==> src/rtl/regfile_pkg.sv <==
// Shared constants, register types and the round-robin search helper
// for the register-file writeback arbiter.
package regfile_pkg;

    localparam int NUM_REGS = 16;
    localparam int DATA_W   = 16;
    localparam int ADDR_W   = 4;

    typedef logic [ADDR_W-1:0] reg_addr_t;
    typedef logic [DATA_W-1:0] reg_data_t;

    // Search req upward from ptr, wrapping at n (n <= 4).
    // Returns {found, index}.
    function automatic logic [2:0] rr_pick(input logic [3:0] req,
                                           input logic [1:0] ptr,
                                           input int unsigned n);
        logic [2:0]  r;
        int unsigned idx;
        r = '0;
        for (int unsigned k = 0; k < 4; k++) begin
            idx = (32'(ptr) + k) % n;
            if (k < n && !r[2] && req[idx[1:0]])
                r = {1'b1, idx[1:0]};
        end
        return r;
    endfunction

endpackage

==> src/rtl/rr_arbiter.sv <==
// Round-robin arbiter: one-hot grant searched from ptr, and ptr moves
// just past the winner whenever a grant is actually taken (Adv).
module rr_arbiter
    import regfile_pkg::*;
#(
    parameter int N = 3
) (
    input  logic         CLK,
    input  logic         Reset,
    input  logic [N-1:0] Req,
    input  logic         Adv,
    output logic [N-1:0] Gnt
);

    logic [1:0] ptr_q, ptr_d;
    logic [3:0] req4;
    logic [2:0] pick;

    // Combinational grant; depends only on Req and ptr, never on Gnt.
    always_comb begin
        req4 = '0;
        req4[N-1:0] = Req;
        pick = rr_pick(req4, ptr_q, N);
        for (int i = 0; i < N; i++)
            Gnt[i] = pick[2] && (pick[1:0] == 2'(i));
    end

    // Next pointer: one past the winner on a taken grant, else hold.
    always_comb begin
        ptr_d = ptr_q;
        if (Adv && pick[2])
            ptr_d = (pick[1:0] == 2'(N-1)) ? 2'd0 : pick[1:0] + 2'd1;
    end

    // Pointer register with synchronous reset.
    always_ff @(posedge CLK) begin
        if (Reset) ptr_q <= '0;
        else       ptr_q <= ptr_d;
    end

endmodule

==> src/rtl/regfile_wb_arbiter.sv <==
// Writeback arbiter for the 16x16 register file: round-robin share of the
// single write port, one registered output stage, and a pending-write
// scoreboard for hazard stalls.
// Optional: REGFILE_ZERO_REG_EN makes register 0 hardwired zero (requests
// to it are handshaked but never raise Write).
module regfile_wb_arbiter #(
    parameter int NUM_REQ = 3,
    parameter int DATA_W  = 16,
    parameter int ADDR_W  = 4
) (
    input  logic                        CLK,
    input  logic                        Reset,
    input  logic                        Hold,
    input  logic [NUM_REQ-1:0]          ReqValid,
    input  logic [NUM_REQ*ADDR_W-1:0]   ReqAddr,
    input  logic [NUM_REQ*DATA_W-1:0]   ReqData,
    input  logic [NUM_REQ-1:0]          ReqCR,
    output logic [NUM_REQ-1:0]          ReqReady,
    output logic                        Write,
    output logic                        CRWrite,
    output logic [ADDR_W-1:0]           WriteAddr,
    output logic [DATA_W-1:0]           DataIn,
    output logic [(1<<ADDR_W)-1:0]      Pending
);
    import regfile_pkg::*;

    logic [NUM_REQ-1:0] req_elig, gnt;
    logic               xfer, wr_ok, cr_sel;
    logic [ADDR_W-1:0]  addr_sel, addr_q, addr_d;
    logic [DATA_W-1:0]  data_sel, data_q, data_d;
    logic               write_q, write_d, cr_q, cr_d;

    // No grants while held or in reset.
    assign req_elig = (Reset || Hold) ? '0 : ReqValid;

    rr_arbiter #(.N(NUM_REQ)) u_rr (
        .CLK   (CLK),
        .Reset (Reset),
        .Req   (req_elig),
        .Adv   (xfer),
        .Gnt   (gnt)
    );

    assign ReqReady = gnt;
    assign xfer     = |(ReqValid & gnt);

    // Payload mux for the (one-hot) granted requester.
    always_comb begin
        addr_sel = '0;
        data_sel = '0;
        cr_sel   = 1'b0;
        for (int i = 0; i < NUM_REQ; i++) begin
            if (gnt[i]) begin
                addr_sel = ReqAddr[i*ADDR_W +: ADDR_W];
                data_sel = ReqData[i*DATA_W +: DATA_W];
                cr_sel   = ReqCR[i];
            end
        end
`ifdef REGFILE_ZERO_REG_EN
        wr_ok = (addr_sel != '0);
`else
        wr_ok = 1'b1;
`endif
    end

    // Output stage next state: address/data hold when idle.
    always_comb begin
        write_d = 1'b0;
        cr_d    = 1'b0;
        addr_d  = addr_q;
        data_d  = data_q;
        if (xfer) begin
            write_d = wr_ok;
            cr_d    = wr_ok && cr_sel;
            addr_d  = addr_sel;
            data_d  = data_sel;
        end
    end

    // Output stage registers.
    always_ff @(posedge CLK) begin
        if (Reset) begin
            write_q <= 1'b0;
            cr_q    <= 1'b0;
            addr_q  <= '0;
            data_q  <= '0;
        end else begin
            write_q <= write_d;
            cr_q    <= cr_d;
            addr_q  <= addr_d;
            data_q  <= data_d;
        end
    end

    // A write staged when Reset arrives is dropped, so enables are masked.
    assign Write     = write_q && !Reset;
    assign CRWrite   = cr_q && !Reset;
    assign WriteAddr = addr_q;
    assign DataIn    = data_q;

    // Pending scoreboard: one-hot of the address being written.
    always_comb begin
        Pending = '0;
        if (Write) Pending[addr_q] = 1'b1;
    end

endmodule

==> config.mk <==
export PLATFORM = sky130hd
export DESIGN_NAME = regfile_wb_arbiter
export DESIGN_NICKNAME = d
export VERILOG_FILES = /design/src/rtl/regfile_pkg.sv /design/src/rtl/rr_arbiter.sv /design/src/rtl/regfile_wb_arbiter.sv
export SDC_FILE = /design/constraint.sdc
export NUM_CORES = 1
export LEC_CHECK = 0
export CORE_MARGIN = 3
export CORE_UTILIZATION = 30
export CTS_CLUSTER_SIZE = 8
export DETAILED_ROUTE_END_ITERATION = 16
export PLACE_DENSITY = 0.73
export SYNTH_ARGS = -nofsm -noshare
export SYNTH_HDL_FRONTEND = slang
export SYNTH_SLANG_ARGS = --single-unit
export TNS_END_PERCENT = 10
==> constraint.sdc <==
create_clock -name CLK -period 3.4 [get_ports CLK]
set_input_delay 1.02 -clock CLK [delete_from_list [all_inputs] [get_ports CLK]]
set_output_delay 1.02 -clock CLK [all_outputs]
set_load 0.1 [all_outputs]
==> flow_metrics.tcl, run 1 <==
set metrics [dict create \
    met1_usage 0.245 \
    ys_async_sr_fraction 0 \
    period_minus_slack_ns 3.41 \
    finalWorstSetupSlack_ns -0.00975 \
    syn_area_per_cell_um2 9.76 \
    drv_slew 0 \
    grtUsageTotal 0.195 \
    clkLatencyLatePin_ns 0.27 \
    clk_pin_slew_ns 0.09 \
    drive_gt1_frac 0.429 \
    worst_pin_slew_ns 0.552 \
    crit_top_cell "buf_6" \
    setup_viol 1 \
    critPathKind "in2out" \
    startpoint_type "primary input" \
    synth_seq_cells 24 \
    cts-root-to-sink-buffers 2 \
    hp-class "reg2reg" \
    synth_enable_flop_cells 0 \
    ir_worst_vdd_uv 480 \
    die_x_um 73.7 \
    grt_start_max_net_pins 22 \
    yosysUniqueCellTypes 40 \
    cts_made_buffers 3 \
    maxCapViolations 0 \
    hold_slack_ns 0.496 \
    dieArea_um2 5440 \
    h-tree-depth 1 \
    critPathSlowestCell "or3b_4" \
    syn_area_um2 1380 \
    met2_usage 0.338 \
    rsz0062_at_grt "true" \
    clockRootBuffer "clkbuf_8" \
    max-slew-margin-rel 0.632 \
    syn_inst 141 \
    routedWlPerCell_um 16.5 \
    cts_tree "done" \
    antenna_found_initial 0 \
    crit_arrival_ns 2.39 \
    skew_ns 0.00244 \
    setup.worst_path.end_class "primary output" \
    n_fill_cell 329 \
    gr-total-overflow 0 \
    clock_sinks 24 \
    p_leak_nw 1.26 \
    final_cell_mix "clkdlybuf4s50_1 (63), buf_4 (48), dfxtp_1 (24)" \
    vias_per_cell 5.19 \
    syn-num-nets 212 \
    dr.pass1.iters 4 \
    gp_congestion 0.839 \
    dp_hpwl_um 4270 \
    gr-usage-met3 0.0410 \
    crit_path_max_incr_delay_ns 0.42 \
    power.density_nw_per_um2 855 \
    portBuffers 109 \
    io_pins 110 \
    required_ns 2.38 \
    ys.warnings.count 0 \
    n_antenna_cell 0 \
    syn_to_final_growth_pct 128 \
    violations "setup timing" \
    grt_pass1_wl_um 8210 \
    fp.coreArea_um2 4380 \
    drt-total-wl_um 5380 \
    via_count 1698 \
    synth-seq-area-share 0.349 \
    path_cells "buf_6 -> or3b_4 -> or3_4 -> o22ai_4 -> buf_6 -> buf_12" \
    nets 347 \
    fin_crit_sh 1.00 \
    drt-initial-drc-count 55 \
    status "finished, violations left" \
    cp_max_fo 4 \
    power_mw 2.68 \
    synthFlopType "dfxtp_1" \
    placementRows 24 \
    grt_pass1_vias 1671 \
    busiest_layer "met2" \
    cts_hold_repair.buffers 0 \
    die_y_um 73.7 \
    hold_viol 0 \
    ant_nets 0 \
    drc_errors 0 \
    final_common_cell "clkdlybuf4s50_1" \
    max_freq_ghz 0.293 \
    start_util 0.314 \
]
cell usage after synthesis (all sizes together) (2+ instances only):
cell	instances	area (µm²)
nand2b	3	18.8
nor2b	2	12.5
nor3	7	51.3
a21oi	4	35.0
o32ai	2	17.5
dfxtp	24	480
or3b	2	17.5
nor2	15	58.8
inv	4	15.0
mux2i	2	20.0
buf	9	66.3
nand3b	3	22.5
a22o	20	175
nand3	2	10.0
a221o	20	200
nand2	4	15.0
or3	2	17.5
ha	2	25.0
clkbuf	2	7.51
metrics by stage:
stage                     setup WS [ns]  area [µm²]  utilization  instances  setup TNS [ns]
after floorplan                  -0.635        1480            -        141           -8.01
after global placement           -0.444        2950        0.672        317           -4.17
after detailed placement         -0.476        2950        0.672        317           -4.71
after CTS                       -0.0676        3080        0.703        326          -0.169
after global routing            -0.0499        3130        0.715        327         -0.0703
final                          -0.00975        3130        0.715        327        -0.00975
critical path: cells and delay by family:
family	cells	cell delay (ns)
AND/OR/NAND/NOR	2	0.77
buffers and inverters	3	0.41
AO/OA/AOI/OAI	1	0.19
repair_timing:
item / CTS / global route
endpoints found under the setup margin: 19 / 3
resized for setup: 23 / 12
pin swaps: 8 / 7
buffers inserted: 5 / 1
registers in the layout, indices dropped and copies added (netlist names):
signal / cells
u_rr.ptr_q: 2
write_q: 1
cr_q: 1
DataIn: 16
WriteAddr: 4
per-layer routing:
metal	vias to the layer above	share of wire
li1	834	-
met1	787	0.41
met2	73	0.51
met3	4	0.073
met4	0	0.0054
met5	-	0
report_power, final:
group          internal (mW)  total, mW  switching [mW]  leakage [nW]
Clock                  0.157      0.257          0.0992        0.0357
Combinational          0.586       1.89            1.31          1.02
Sequential             0.407      0.527           0.121         0.200
Total                   1.15       2.68            1.53          1.26
layout make-up:
cell class / count / area, µm² / share of cell area
clock inverter: 1 / 30.0 / 0.00958
inverter: 4 / 15.0 / 0.00479
multi-input combinational: 102 / 982 / 0.313
sequential: 24 / 480 / 0.153
clock buffer: 3 / 41.3 / 0.0132
tap: 52 / 65.1 / 0.0208
timing repair buffer: 141 / 1520 / 0.485
cells by family (layout without fill, tap and decap cells):
family                   Yosys count  after routing  synth area share
AO/OA/AOI/OAI                     53             53             0.361
AND/OR/NAND/NOR                   44             44             0.185
flip-flops                        24             24             0.349
buffers and inverters             15            149            0.0645
multiplexers                       3              3            0.0227
adder cells (fa/ha/maj)            2              2            0.0182
final timing paths:
| kind | start | end | slack [ns] | cells past startpoint |
|---|---|---|---|---|
| hold reg to reg | DataIn[0] | DataIn[0] | 0.50 | 1 |
| hold / removal | DataIn[0] | DataIn[0] | 0.50 | 1 |
| setup / recovery | Hold | ReqReady[1] | -0.01 | 6 |
| setup reg to reg | u_rr.ptr_q[0] | DataIn[2] | 0.72 | 10 |
Power figures use the tool's default switching activity.
==> inputs of run 2 (changes only) <==
--- a/config.mk
+++ b/config.mk
@@ -6,10 +6,11 @@
 export NUM_CORES = 1
 export LEC_CHECK = 0
 export CORE_MARGIN = 3
-export CORE_UTILIZATION = 30
+export CORE_UTILIZATION = 45
 export CTS_CLUSTER_SIZE = 8
 export DETAILED_ROUTE_END_ITERATION = 16
-export PLACE_DENSITY = 0.73
+export DONT_BUFFER_PORTS = 1
+export PLACE_DENSITY = 0.58
 export SYNTH_ARGS = -nofsm -noshare
 export SYNTH_HDL_FRONTEND = slang
 export SYNTH_SLANG_ARGS = --single-unit
==> flow_metrics.tcl, run 2 (synthesis results as in run 1) <==
set metrics [dict create \
    status "complete, no violations" \
    drt-total-wl_um 4080 \
    ir_worst_vdd_uv 1010 \
    routedWlPerCell_um 20.9 \
    cp_max_fo 5 \
    clock_sinks 24 \
    via_count 1291 \
    h-tree-depth 1 \
    fp.coreArea_um2 2830 \
    hp-class "reg2reg" \
    final_cell_mix "dfxtp_1 (23), a22o_1 (20), a221o_1 (20)" \
    die_x_um 61.3 \
    portBuffers 0 \
    clockRootBuffer "clkbuf_4" \
    dr.pass1.iters 4 \
    final_common_cell "dfxtp_1" \
    cts_hold_repair.buffers 0 \
    start_util 0.487 \
    multiInputGateArea_um2 962 \
    die_y_um 61.3 \
    placedCellCount 191 \
    max-slew-margin-rel 0.325 \
    gr-total-overflow 0 \
    io_pins 110 \
    ant_nets 0 \
    power_mw 2.21 \
    p_leak_nw 0.723 \
    startpoint_type "primary input" \
    hold_viol 0 \
    largest_reg_flops 16 \
    antenna_found_initial 0 \
    period_minus_slack_ns 3.35 \
    setup_viol 0 \
    grtUsageTotal 0.203 \
    drc_errors 0 \
    r2r_setup_slack_ns 0.78 \
    drive_gt1_frac 0.409 \
    power.density_nw_per_um2 1120 \
    dieArea_um2 3760 \
    n_antenna_cell 0 \
    grt_pass1_vias 1197 \
    cts_made_buffers 3 \
    dp_hpwl_um 3260 \
    clk_pin_slew_ns 0.12 \
    drt-initial-drc-count 55 \
    setup.worst_path.end_class "primary output" \
    clkLatencyLatePin_ns 0.30 \
    cts-root-to-sink-buffers 2 \
    crit_arrival_ns 2.33 \
    cts_tree "done" \
    required_ns 2.38 \
    max_freq_ghz 0.298 \
    placementRows 19 \
    skew_ns 0.00730 \
    maxCapViolations 0 \
    nets 237 \
    critPathKind "in2out" \
    n_fill_cell 229 \
    syn_to_final_growth_pct 44.0 \
    gp_congestion 0.772 \
    grt_start_max_net_pins 24 \
    register_area_um2 482 \
    fin_crit_sh 0.987 \
    vias_per_cell 6.62 \
    drv_slew 0 \
    worst_pin_slew_ns 1.01 \
    final_cells 195 \
    grt_pass1_wl_um 5640 \
]
run 2: changes by cell type in the layout (fill, tap and decap cells not counted), sizes merged:
cell	previous run	this run
dlygate4sd2	1	0
clkbuf	4	3
buf	76	31
clkdlybuf4s50	63	0
bufinv	1	0
run 2: worst max-delay path: stages:
cell	delay, ns
or3b_1	0.45
o32ai_4	0.31
nor3_4	0.11
nor3_4	0.24
buf_12	0.20
run 2: where the power goes:
group          leakage (nW)  switching, mW  internal [mW]
clock network        0.0138         0.0725         0.0412
registers             0.201          0.734          0.405
logic                 0.508          0.627          0.335
total                 0.723           1.43          0.782
run 2: area by class of cell:
cell class,instances,area share
multi-input cells,102,0.485
well taps,31,0.0196
repair buffers,31,0.233
inverters,4,0.00758
flip-flops and latches,24,0.243
clock buffers,3,0.0114
run 2: path summary, 6_finish.rpt:
kind,start,endpoint,cells after the start
setup / recovery,Hold,ReqReady[0],5
hold / removal,u_rr.ptr_q[0],u_rr.ptr_q[0],1
setup reg to reg,u_rr.ptr_q[0],WriteAddr[1],9
hold reg to reg,u_rr.ptr_q[0],u_rr.ptr_q[0],1
run 2: timing repair:
| item | 4_1_cts | 5_1_grt |
|---|---|---|
| pin swaps | 0 | 3 |
| resized for setup | 1 | 8 |
| setup buffers | 0 | 1 |
| setup endpoints to repair | 1 | 3 |
run 2: through the flow:
stage          worst slack, ns  hold slack, ns  utilization  setup TNS, ns  cell area, µm²
4_1_cts               -0.00224           0.533        0.682       -0.00224            1930
6_report                0.0452           0.500        0.701              0            1980
3_5_place_dp            0.0385           0.505        0.672              0            1900
2_1_floorplan           -0.635           0.456            -          -8.01            1480
3_3_place_gp            0.0632           0.488        0.672              0            1900
5_1_grt               -0.00515           0.527        0.701       -0.00515            1980
run 2: layer usage:
metal / wire length (µm) / global-route usage
met3: 375 / 0.0419
met2: 2020 / 0.334
met1: 1640 / 0.264
met4: 48 / 0.0743
met5: 0 / 0
